**src/rtl/nav_position_unit.sv**
```systemverilog
// N-axis position integrator with saturating accumulation, mode-scaled velocity
// and a charged jump sequence (IDLE -> CHARGE -> COOL) with a cooldown window.
module nav_position_unit #(
  parameter int unsigned K        = 16,
  parameter int unsigned N        = 3,
  parameter int unsigned CHARGE   = 8,
  parameter int unsigned COOLDOWN = 4
) (
  input  logic           clk,
  input  logic           reset,
  input  logic [3:0]     ship_mode,
  input  logic [3:0]     pos_mode,
  input  logic [N*K-1:0] speed,
  input  logic [N*K-1:0] jump_position,
  input  logic           jump_req,
  output logic [N*K-1:0] velocity,
  output logic [N*K-1:0] position,
  output logic           jump_busy,
  output logic           jump_done,
  output logic [N-1:0]   sat
);

  localparam int unsigned CntMax = (CHARGE > COOLDOWN) ? CHARGE : COOLDOWN;
  localparam int unsigned CntW   = $clog2(CntMax + 1);
  localparam logic [CntW-1:0] ChargeLd = CntW'(CHARGE - 1);
  localparam logic [CntW-1:0] CoolLd   = CntW'((COOLDOWN == 0) ? 0 : COOLDOWN - 1);
  localparam logic signed [K-1:0] PosMax = {1'b0, {(K-1){1'b1}}};
  localparam logic signed [K-1:0] PosMin = {1'b1, {(K-1){1'b0}}};

  typedef enum logic [1:0] {StIdle, StCharge, StCool} state_e;

  state_e              state_q, state_d;
  logic [CntW-1:0]     cnt_q, cnt_d;
  logic                done_q, done_d;
  logic [N-1:0]        sat_q, sat_d;
  logic signed [K-1:0] pos_q [N];
  logic signed [K-1:0] pos_d [N];
  logic signed [K-1:0] tgt_q [N];
  logic signed [K-1:0] tgt_d [N];
  logic signed [K-1:0] spd [N];
  logic signed [K-1:0] vel [N];
  logic signed [K:0]   sum [N];

  // Velocity scaling and the widened sum used for overflow detection.
  always_comb begin
    velocity = '0;
    position = '0;
    for (int i = 0; i < N; i++) begin
      spd[i] = $signed(speed[i*K +: K]);
      case (ship_mode)
        4'b0010: vel[i] = spd[i];
        4'b0100: vel[i] = spd[i] >>> 1;
        4'b1000: vel[i] = spd[i] >>> 2;
        default: vel[i] = '0;
      endcase
      velocity[i*K +: K] = vel[i];
      position[i*K +: K] = pos_q[i];
      sum[i] = {pos_q[i][K-1], pos_q[i]} + {vel[i][K-1], vel[i]};
    end
  end

  always_comb begin
    state_d = state_q;
    cnt_d   = cnt_q;
    done_d  = 1'b0;
    sat_d   = sat_q;
    for (int i = 0; i < N; i++) begin
      pos_d[i] = pos_q[i];
      tgt_d[i] = tgt_q[i];
    end

    if (pos_mode == 4'b0001) begin
      state_d = StIdle;
      cnt_d   = '0;
      sat_d   = '0;
      for (int i = 0; i < N; i++) pos_d[i] = '0;
    end else if (state_q == StCharge) begin
      if (cnt_q == '0) begin
        done_d = 1'b1;
        for (int i = 0; i < N; i++) pos_d[i] = tgt_q[i];
        if (COOLDOWN == 0) begin
          state_d = StIdle;
        end else begin
          state_d = StCool;
          cnt_d   = CoolLd;
        end
      end else begin
        cnt_d = cnt_q - CntW'(1);
      end
    end else begin
      if (pos_mode == 4'b0010) begin
        for (int i = 0; i < N; i++) begin
          // Sign bits disagree only when the K+1 bit sum left the K-bit range.
          if (sum[i][K] != sum[i][K-1]) begin
            pos_d[i] = sum[i][K] ? PosMin : PosMax;
            sat_d[i] = 1'b1;
          end else begin
            pos_d[i] = sum[i][K-1:0];
          end
        end
      end
      if (state_q == StIdle) begin
        if (jump_req) begin
          state_d = StCharge;
          cnt_d   = ChargeLd;
          for (int i = 0; i < N; i++) tgt_d[i] = $signed(jump_position[i*K +: K]);
        end
      end else if (cnt_q == '0) begin
        state_d = StIdle;
      end else begin
        cnt_d = cnt_q - CntW'(1);
      end
    end
  end

  always_ff @(posedge clk or posedge reset) begin
    if (reset) begin
      state_q <= StIdle;
      cnt_q   <= '0;
      done_q  <= 1'b0;
      sat_q   <= '0;
      for (int i = 0; i < N; i++) begin
        pos_q[i] <= '0;
        tgt_q[i] <= '0;
      end
    end else begin
      state_q <= state_d;
      cnt_q   <= cnt_d;
      done_q  <= done_d;
      sat_q   <= sat_d;
      for (int i = 0; i < N; i++) begin
        pos_q[i] <= pos_d[i];
        tgt_q[i] <= tgt_d[i];
      end
    end
  end

  assign jump_busy = (state_q == StCharge);
  assign jump_done = done_q;
  assign sat       = sat_q;

endmodule

```
**config.mk**
```make
export PLATFORM = sky130hd
export DESIGN_NAME = nav_position_unit
export DESIGN_NICKNAME = d
export VERILOG_FILES = /design/src/rtl/nav_position_unit.sv
export SDC_FILE = /design/constraint.sdc
export NUM_CORES = 1
export LEC_CHECK = 0
export ABC_CLOCK_PERIOD_IN_PS = 11300
export BUFFER_PORTS_ARGS = -buffer_cell sky130_fd_sc_hd__buf_4
export CORE_AREA = 2 2 107 151
export CTS_CLUSTER_SIZE = 30
export DETAILED_ROUTE_END_ITERATION = 8
export DIE_AREA = 0 0 109 153
export PLACE_DENSITY = 0.76
export SLEW_MARGIN = 20
export SYNTH_ARGS = -nofsm -noshare
export SYNTH_HDL_FRONTEND = slang
export SYNTH_SLANG_ARGS = --single-unit
export TNS_END_PERCENT = 30
```
**constraint.sdc**
```tcl
create_clock -name clk -period 11.3 [get_ports clk]
set_input_delay 1.695 -clock clk [delete_from_list [all_inputs] [get_ports clk]]
set_output_delay 1.695 -clock clk [all_outputs]
set_load 0.03 [all_outputs]
```
==> metrics.csv, run 1 <==
stage;metric;value;unit
finish;Total Nets Final;1175;
timing;Final min period;6620;ps
worst_hold_path;Worst Min Path Start;tgt_q[20]$_DFFE_PP0P_;
synthesis;Synth top area share;35.27;%
power_and_ir_drop;worst vdd ir;0.1579;mV
clock_tree;total CTS buffers;9;
setup_path;critical path class;input pin to register;
clock_tree;clk_lat worst skew;360;ps
clock_tree;CTS tree;built;
floorplan;row count;54;
route;via/cell ratio;5.984;
placement;DP Wirelength;16190;um
clock_tree;Clk pin slew, worst setup/hold paths;70;ps
synthesis;Cells after Synth;824;
status;status;finished, violations left;
route;1st-iter DRT viols;538;
route;TritonRoute pass-1 iters;9;
route;Routed Wire Length;22330;um
setup_path;Worst setup SP type;input pin;
floorplan;Starting Density;49.04;%
timing;crit share post-route;58.59;%
synthesis;Cell variety after synth;73;
timing;Max Slew Vio Count;0;
placement;count of input and output buffers;207;
setup_path;worst-case reg-to-reg path depth;14;
power_and_ir_drop;Cell Pwr Density;260.0;nW/um2
setup_path;Crit. End Element;register;
placement;global placement routability congestion;0.8924;
timing;setup violators final;0;
route;antenna-violating nets left;0;
setup_path;R2R Setup Slk;6870;ps
finish;Antenna diodes;0;
job;Max-Cap Viols;0;
grt;largest net degree at the start of global routing;73;
timing;Tightest Pin Transition;1047;ps
finish;layout cells sized above 1;29.92;%
grt;Total Routing Usage GR;26.62;%
clock_tree;clock root buffer;clkbuf_16;
worst_hold_path;Hold Path Stages;1;
route;via count;7253;
grt;first-pass GRT wire length;35180;um
clock_tree;Hold Buf Count CTS;0;
synthesis;Yosys reg bits;106;
floorplan;Die H;153;um
floorplan;die area;16680;um2
clock_tree;# resized after CTS;0;
grt;gr ovfl total;0;
clock_tree;Clock Path Buffers;2;
synthesis;Synth area leader;dfrtp_1;
worst_hold_path;Hold Path Sink;tgt_q[20]$_DFFE_PP0P_;
synthesis;Post-synth EDFFs;0;
finish;commonest non-fill, non-tap cell in the layout;buf_4;
synthesis;Post-Syn Nets;987;
timing;final hold vios;0;
route;routed len/inst;18.42;um
synthesis;Ys Warns;0;
route;# DRC;19;
synthesis;mapped cell area;7521;um2
clock_tree;CTS Sinks;106;
floorplan;io pins;208;
finish;final core occ;62.29;%
floorplan;core box area;15340;um2
floorplan;Die W;109;um
setup_path;Crit Reg-Reg Endpoint;position[26]$_DFFE_PP0P_;
grt;initial antenna violation count;0;
synthesis;Post-synth top flop;dfrtp_1;
finish;most frequent cells in the layout;215 x buf_4, 106 x dfrtp_1, 82 x a21oi_1;
finish;Area growth, synth to finish;27.03;%
timing;RSZ-0062 raised after global routing;no;
synthesis;Post-Synthesis Mean Instance Area;9.127;um2
synthesis;Async SR Flop Fraction;100.0;%
synthesis;sequential area share after synthesis;35.27;%
setup_path;crit path max fanout;43;
status;failing checks;DRC;
clock_tree;H-tree depth;3;
setup_path;reg-to-reg startpoint;position[17]$_DFFE_PP0P_;
setup_path;data arrival time at the worst-slack endpoint;6900;ps
synthesis;synth top area cells;dfrtp_1 35%, ha_1 8.8%, mux2_2 7.2%;
timing;FMAX;151.1;MHz
timing;Setup TNS Final;0;ps
timing;skew final;9.085;ps
clock_tree;post-CTS setup buffer count;0;
setup_path;WP data required;11580;ps
timing;Slew HR;30.02;%
power_and_ir_drop;leak pwr;0.004746;uW
worst_hold_path;Hold WC Path Type;register to register;
grt;vias in the first global route;7018;
[state kept, by name (all words and copies together), names as in the netlist]
name       cells
position      48
tgt_q         48
cnt_q          4
sat            3
state_q        2
jump_done      1
[power breakdown]
group / switching [uW] / internal (uW)
Combinational: 865 / 591
Sequential: 143 / 569
Clock: 147 / 171
Total: 1150 / 1330
[worst max-delay path: stages]
cell and delay [ps]:
buf_4 130, nor4b_2 150, buf_4 260, a222oi_1 540
inv_1 120, ha_1 330, a211o_1 330, a2111oi_0 400
nor3_1 150, a41oi_1 320, a21oi_1 150, a21oi_1 180
o21bai_1 120, xnor2_1 140, ha_1 530, and2_1 270
a311oi_4 640, o21ai_0 190, a31oi_1 210
[cells by family (layout without fill, tap and decap cells)]
family | after synthesis | in the layout | synth area share [%]
compound gates | 281 | 281 | 25.79
mux | 49 | 49 | 7.320
fa+ha+maj | 56 | 56 | 9.616
xor+xnor | 37 | 37 | 4.409
simple gates | 197 | 197 | 12.23
buf+inv | 98 | 290 | 5.373
flops | 106 | 106 | 35.27
[final cells by class]
class	count	area, um2
multi-input combinational	620	4506
clock buffer	10	229.0
tap	196	245.2
timing repair buffer	216	1642
sequential	106	2653
fill	1329	5783
clock inverter	5	56.30
inverter	59	224.0
[cell usage after synthesis (9+ instances only)]
cell type and instances:
dfrtp_1 106, a31oi_1 13, o21ai_0 55, clkbuf_1 22
ha_1 53, mux2_2 48, a21o_1 13, buf_2 10
o21a_1 12, nor2_1 77, a222oi_1 42, nand2_1 52
nand3_1 11, inv_1 59, xnor2_1 28, nor3_1 14
a211oi_1 9, a21oi_1 82
[per-stage QoR]
stage               hold WS [ps]  worst slack, ps  instances  instance area (um2)  power, uW
global placement           485.4             4508       1196                 9241       2122
floorplan                  465.5             5082        824                 7521       1724
finish                     503.5             4680       1212                 9554       2485
global route               509.2             4080       1212                 9554       2668
detailed placement         489.0             4320       1196                 9241       2149
CTS                        506.2             4694       1211                 9527       2473
[per-layer routing]
layer / share of wire [%] / vias to the layer above / GRT usage, %
met4: 3.0 / 0 / 9.951
met5: 0 / - / 0
met2: 50 / 263 / 45.40
met1: 40 / 3504 / 33.16
met3: 6.6 / 44 / 4.606
li1: - / 3442 / -
[how the worst max path moves through the flow]
stage	startpoint	end	slack, ps	depth (start not counted)
after floorplan	ship_mode[0]	position[24]$_DFFE_PP0P_	5080	19
after global placement	ship_mode[2]	position[23]$_DFFE_PP0P_	4510	19
after detailed placement	ship_mode[2]	position[23]$_DFFE_PP0P_	4320	19
after CTS	ship_mode[2]	position[26]$_DFFE_PP0P_	4690	19
after global routing	ship_mode[2]	position[36]$_DFFE_PP0P_	4080	18
final	ship_mode[2]	position[26]$_DFFE_PP0P_	4680	19
Note: power is estimated with default switching activity, not from simulation.
==> inputs of run 2 (changes only) <==
ABC_CLOCK_PERIOD_IN_PS = 5500   (was 11300)
CORE_AREA = 2 2 109 154   (was 2 2 107 151)
DIE_AREA = 0 0 111 156   (was 0 0 109 153)
clock period = 5.5 ns   (was 11.3 ns; I/O delays follow)
==> metrics.csv, run 2 (synthesis results as in run 1) <==
stage;metric;value;unit;change
finish;Register Area;2653;um2;unchanged
status;status;complete, no violations;;
finish;area occupied by multi-input gates;4506;um2;unchanged
clock_tree;clock root buffer;clkbuf_16;;
setup_path;Worst setup SP type;input pin;;
clock_tree;CTS Sinks;106;;unchanged
clock_tree;Hold Buf Count CTS;0;;unchanged
power_and_ir_drop;Cell Pwr Density;530.2;nW/um2;+100%
setup_path;crit path max fanout;25;;-42%
finish;fin area;9605;um2;+0.54%
placement;global placement routability congestion;0.8951;;+0.30%
timing;Tightest Pin Transition;1048;ps;+1.197 ps
route;Routed Wire Length;22260;um;-0.32%
placement;Placed Area;9328;um2;+0.93%
timing;crit share post-route;92.59;%;
timing;Max Slew Vio Count;0;;unchanged
floorplan;die area;17320;um2;+3.8%
clock_tree;H-tree depth;3;;unchanged
grt;gr ovfl total;0;;unchanged
timing;skew final;9.355;ps;+0.2699 ps
route;TritonRoute pass-1 iters;9;;unchanged
worst_hold_path;Hold WC Path Type;register to register;;
clock_tree;post-CTS setup buffer count;0;;unchanged
setup_path;critical path class;input pin to register;;
timing;RSZ-0062 raised after global routing;no;;
route;1st-iter DRT viols;464;;-14%
timing;worst setup margin;407.6;ps;-4272 ps
floorplan;io pins;208;;unchanged
grt;initial antenna violation count;0;;unchanged
grt;GRT met3 Usage;4.545;%;-0.060 points
clock_tree;total CTS buffers;9;;unchanged
clock_tree;clk_lat worst skew;360;ps;about the same
power_and_ir_drop;total power;5093;uW;+100%
route;antenna-violating nets left;0;;unchanged
clock_tree;Clk pin slew, worst setup/hold paths;70;ps;about the same
power_and_ir_drop;worst vdd ir;0.3092;mV;+96%
grt;largest net degree at the start of global routing;67;;-8.2%
clock_tree;# resized after CTS;0;;unchanged
placement;Post-Place Worst Slack;111.6;ps;-4208 ps
finish;Area growth, synth to finish;27.72;%;
floorplan;Die W;111;um;+1.8%
finish;commonest non-fill, non-tap cell in the layout;buf_4;;
floorplan;row count;55;;+1.9%
finish;fill cell count;1429;;+7.5%
job;Max-Cap Viols;0;;unchanged
grt;vias in the first global route;7176;;+2.3%
power_and_ir_drop;leak pwr;0.004790;uW;+0.94%
setup_path;data arrival time at the worst-slack endpoint;5380;ps;-1520 ps
timing;setup violators final;0;;unchanged
route;via/cell ratio;5.906;;-1.3%
timing;Slew HR;29.94;%;-0.080 points
floorplan;Die H;156;um;+2.0%
route;# DRC;0;;-19
clock_tree;Clock Path Buffers;2;;unchanged
route;via count;7241;;-0.17%
timing;Setup TNS Final;0;ps;unchanged
grt;Most Crowded Layer GR;met2;;
placement;count of input and output buffers;207;;unchanged
timing;Final min period;5092;ps;
route;routed len/inst;18.15;um;-1.5%
setup_path;R2R Setup Slk;1480;ps;-5390 ps
finish;most frequent cells in the layout;226 x buf_4, 106 x dfrtp_1, 82 x a21oi_1;;
timing;final hold vios;0;;unchanged
timing;FMAX;196.4;MHz;
setup_path;Crit. End Element;register;;
grt;Total Routing Usage GR;25.53;%;-1.1 points
placement;DP Wirelength;16790;um;+3.7%
floorplan;core box area;15900;um2;+3.6%
finish;layout cells sized above 1;30.77;%;+0.85 points
timing;Hold Slack;502.1;ps;-1.399 ps
clock_tree;CTS tree;built;;
grt;met2 usage;45.69;%;+0.29 points
setup_path;WP data required;5780;ps;-5800 ps
grt;GRT met1 Usage;29.99;%;-3.2 points
finish;Total Nets Final;1185;;+0.85%
grt;first-pass GRT wire length;35710;um;+1.5%
finish;Antenna diodes;0;;unchanged
floorplan;Starting Density;47.31;%;-1.7 points
run 2: worst paths after layout:
| kind | to | cells after the start | from |
|---|---|---|---|
| min reg2reg | tgt_q[20]$_DFFE_PP0P_ | 1 | tgt_q[20]$_DFFE_PP0P_ |
| min in group asynchronous | tgt_q[14]$_DFFE_PP0P_ | 2 | reset |
| max reg2reg | position[28]$_DFFE_PP0P_ | 15 | position[17]$_DFFE_PP0P_ |
| max in group asynchronous | tgt_q[2]$_DFFE_PP0P_ | 3 | reset |
| max | position[28]$_DFFE_PP0P_ | 20 | ship_mode[0] |
| min | tgt_q[20]$_DFFE_PP0P_ | 1 | tgt_q[20]$_DFFE_PP0P_ |
run 2: through the flow:
stage / instances / utilization [%]
2_1_floorplan: 824 / -
3_3_place_gp: 1210 / 58.68
3_5_place_dp: 1210 / 58.68
4_1_cts: 1226 / 60.43
5_1_grt: 1226 / 60.43
6_report: 1226 / 60.43
run 2: per-layer routing:
layer  wire, um  vias to the layer above  share of wire (%)
li1           -                     3458                  -
met4        726                        0                3.3
met3       1360                       43                6.1
met2      11310                      260                 51
met1       8856                     3480                 40
met5          0                        -                  0
run 2: cell type report:
type / count / share of cell area [%]
multi-input cells: 620 / 46.91
flip-flops and latches: 106 / 27.61
repair buffers: 226 / 17.66
well taps: 199 / 2.592
clock buffers: 9 / 2.345
inverters: 59 / 2.332
clock inverters: 7 / 0.5471
run 2: critical path, cell delays in order:
cell and delay, ps:
buf_4 130, nor4b_2 450, buf_4 360, a222oi_1 160
inv_1 110, ha_1 270, o21a_1 150, a2111oi_0 480
nor3_1 150, a41oi_1 370, a21oi_1 150, a21oi_1 170
o21bai_1 120, xnor2_1 150, ha_1 290, and2_1 170
a311oi_4 350, buf_4 240, o21ai_0 100, a31oi_1 170
run 2: report_power, final:
part / internal [uW] / switching (uW) / total [uW] / leakage, uW
Clock: 312 / 312 / 623 / 0.000141
Sequential: 1170 / 294 / 1460 / 0.00124
Combinational: 1240 / 1770 / 3010 / 0.00341
==> inputs of run 3 (changes only) <==
ABC_CLOCK_PERIOD_IN_PS = 4200   (was 5500)
CORE_AREA = 2 2 113 158   (was 2 2 109 154)
DIE_AREA = 0 0 115 160   (was 0 0 111 156)
PLACE_DENSITY = 0.72   (was 0.76)
clock period = 4.2 ns   (was 5.5 ns; I/O delays follow)
==> metrics.csv, run 3 (synthesis results as in run 1) <==
stage;metric;value;unit;change
status;status;finished, violations left;;
status;failing checks;DRC, setup timing;;
worst_hold_path;Hold WC Path Type;input pin to asynchronous set/reset pin;;
setup_path;Crit. End Element;register;;
power_and_ir_drop;total power;7371;uW;+45%
grt;largest net degree at the start of global routing;58;;-13%
placement;count of input and output buffers;207;;unchanged
clock_tree;CTS Sinks;106;;unchanged
power_and_ir_drop;Sw Pwr;3322;uW;+40%
clock_tree;total CTS buffers;9;;unchanged
finish;fill cell count;1450;;+1.5%
timing;Hold Slack;398.1;ps;-103.9 ps
grt;vias in the first global route;7796;;+8.6%
power_and_ir_drop;leak pwr;0.005376;uW;+12%
power_and_ir_drop;Cell Pwr Density;689.0;nW/um2;+30%
setup_path;reg-to-reg startpoint;position[16]$_DFFE_PP0P_;;
route;# DRC;2;;+2
clock_tree;Clock Path Buffers;2;;unchanged
power_and_ir_drop;Clock power frac;12.0;%;-0.2 points
timing;setup violators final;12;;+12
timing;Final min period;4276;ps;
placement;DP Wirelength;18400;um;+9.6%
finish;Total Nets Final;1291;;+8.9%
setup_path;most frequent CP cell;buf_4;;
setup_path;worst-case reg-to-reg path depth;16;;+1
grt;Total Routing Usage GR;26.22;%;+0.70 points
route;Routed Wire Length;24750;um;+11%
grt;initial antenna violation count;0;;unchanged
power_and_ir_drop;Flop pwr share;26.1;%;-2.6 points
floorplan;Starting Density;43.94;%;-3.4 points
timing;final hold vios;0;;unchanged
setup_path;crit path max fanout;15;;-40%
job;Max-Cap Viols;0;;unchanged
setup_path;crit-path max cell delay;370;ps;-110 ps
route;1st-iter DRT viols;669;;+44%
grt;gr ovfl total;0;;unchanged
route;via/cell ratio;5.851;;-0.94%
setup_path;critical path class;input pin to register;;
finish;layout cells sized above 1;39.63;%;+8.9 points
setup_path;WP data required;4480;ps;-1300 ps
floorplan;Die H;160;um;+2.6%
route;antenna-violating nets left;0;;unchanged
clock_tree;H-tree depth;3;;unchanged
timing;Tightest Pin Transition;964.9;ps;-83.54 ps
clock_tree;CTS tree;built;;
power_and_ir_drop;worst vdd ir;0.4513;mV;+46%
setup_path;Crit Reg-Reg Endpoint;position[19]$_DFFE_PP0P_;;
floorplan;row count;57;;+3.6%
floorplan;core box area;17120;um2;+7.7%
setup_path;Crit-path slowest cell;fa_1;;
setup_path;Worst setup SP type;input pin;;
finish;Antenna diodes;0;;unchanged
route;via count;7834;;+8.2%
floorplan;io pins;208;;unchanged
timing;RSZ-0062 raised after global routing;yes;;
setup_path;data arrival time at the worst-slack endpoint;4550;ps;-830 ps
setup_path;CP cell instances;buf_4 -> buf_4 -> nor4b_4 -> buf_4 -> a222oi_1 -> inv_2 -> ha_2 -> buf_4 -> inv_1 -> fa_1 -> and2b_2 -> o31ai_4 -> a21oi_2 -> a41o_2 -> o221ai_2 -> a21o_1 -> ha_4 -> and2_4 -> a311oi_4 -> buf_12 -> o21ai_0 -> a31oi_1;;
finish;most frequent cells in the layout;322 x buf_4, 106 x dfrtp_1, 77 x a21oi_1;;
power_and_ir_drop;Comb pwr share;61.9;%;+2.8 points
timing;Slew HR;35.50;%;+5.6 points
timing;worst setup margin;-76.32;ps;-484.0 ps
route;routed len/inst;18.48;um;+1.8%
floorplan;die area;18400;um2;+6.3%
setup_path;R2R Setup Slk;730;ps;-750 ps
floorplan;Die W;115;um;+3.6%
clock_tree;Clk pin slew, worst setup/hold paths;70;ps;about the same
finish;commonest non-fill, non-tap cell in the layout;buf_4;;
route;TritonRoute pass-1 iters;9;;unchanged
timing;Max Slew Vio Count;0;;unchanged
clock_tree;clk_lat worst skew;360;ps;about the same
placement;global placement routability congestion;0.9171;;+2.5%
timing;crit share post-route;101.8;%;
grt;first-pass GRT wire length;38640;um;+8.2%
setup_path;Critical Path Source;ship_mode[0];;
power_and_ir_drop;Internal Pwr Total;4049;uW;+49%
power_and_ir_drop;Net Sw Frac;45.07;%;-1.6 points
clock_tree;clock root buffer;clkbuf_16;;
timing;skew final;4.896;ps;-4.459 ps
finish;Area growth, synth to finish;42.24;%;
setup_path;crit path capture;position[19]$_DFFE_PP0P_;;
timing;FMAX;233.8;MHz;
run 3: changes by cell type in the layout (fill, tap and decap cells not counted), moves of 5 or more:
cell     change
o21ai_1      +9
inv_1        -5
a21oi_2      +5
a21oi_1      -5
ha_1         -6
inv_2        +5
o21ai_0     -11
buf_4       +96
run 3: worst max-delay path, delay by kind of cell:
kind	cells	cell delay [ps]
AO/OA/AOI/OAI	9	1470
buffers and inverters	7	900
adder cells (fa/ha/maj)	3	790
AND/OR/NAND/NOR	3	740
run 3: metal layers:
metal / GRT usage (%) / part of all wire (%) / up-vias
met5: 0 / 0 / -
met4: 13.09 / 3.8 / 0
met3: 3.302 / 6.0 / 62
met2: 45.11 / 51 / 340
met1: 31.84 / 40 / 3763
li1: - / - / 3669
run 3: how the worst min path moves through the flow:
stage | endpoint | slack (ps) | cells after the start
6_report | tgt_q[5]$_DFFE_PP0P_ | 400 | 2
5_1_grt | tgt_q[5]$_DFFE_PP0P_ | 470 | 2
4_1_cts | tgt_q[5]$_DFFE_PP0P_ | 420 | 2
3_5_place_dp | tgt_q[20]$_DFFE_PP0P_ | 480 | 1
3_3_place_gp | tgt_q[20]$_DFFE_PP0P_ | 480 | 1
2_1_floorplan | cnt_q[3]$_DFFE_PP0P_ | 470 | 2
run 3: what timing repair did:
action                                 CTS  global route
endpoints found under the hold margin    0             0
pin swaps                               10            12
cloned                                   0             3
setup endpoints to repair               26            44
resized for setup                        5            38
hold buffers                             0             0
setup buffers                            7            19
run 3: cell type report:
class,instances,area (um2),share of cell area [%]
sequential,106,2653,24.80
timing repair buffer,332,2584,24.15
tap,206,257.7,2.409
clock inverter,3,46.29,0.4327
multi-input combinational,620,4683,43.78
inverter,59,224.0,2.094
clock buffer,13,250.2,2.339
run 3: power by group through the flow:
stage,Clock (uW),Combinational [uW],Sequential (uW)
finish,883,4560,1930
floorplan,0,2400,2290
CTS,903,4360,1920
detailed placement,0,4300,1940
global route,933,4970,1980
global placement,0,4220,1930
run 3: stage by stage:
stage / utilization (%) / setup TNS, ps / std cells / worst slack (ps) / area (um2)
finish: 62.50 / -435.2 / 1339 / -76.32 / 10700
global route: 62.50 / -5634 / 1339 / -310.4 / 10700
CTS: 61.08 / -699.3 / 1325 / -82.58 / 10460
detailed placement: 58.90 / -18490 / 1303 / -645.8 / 10080
global placement: 58.90 / -12680 / 1303 / -484.2 / 10080
floorplan: - / -5674 / 824 / -244.4 / 7642
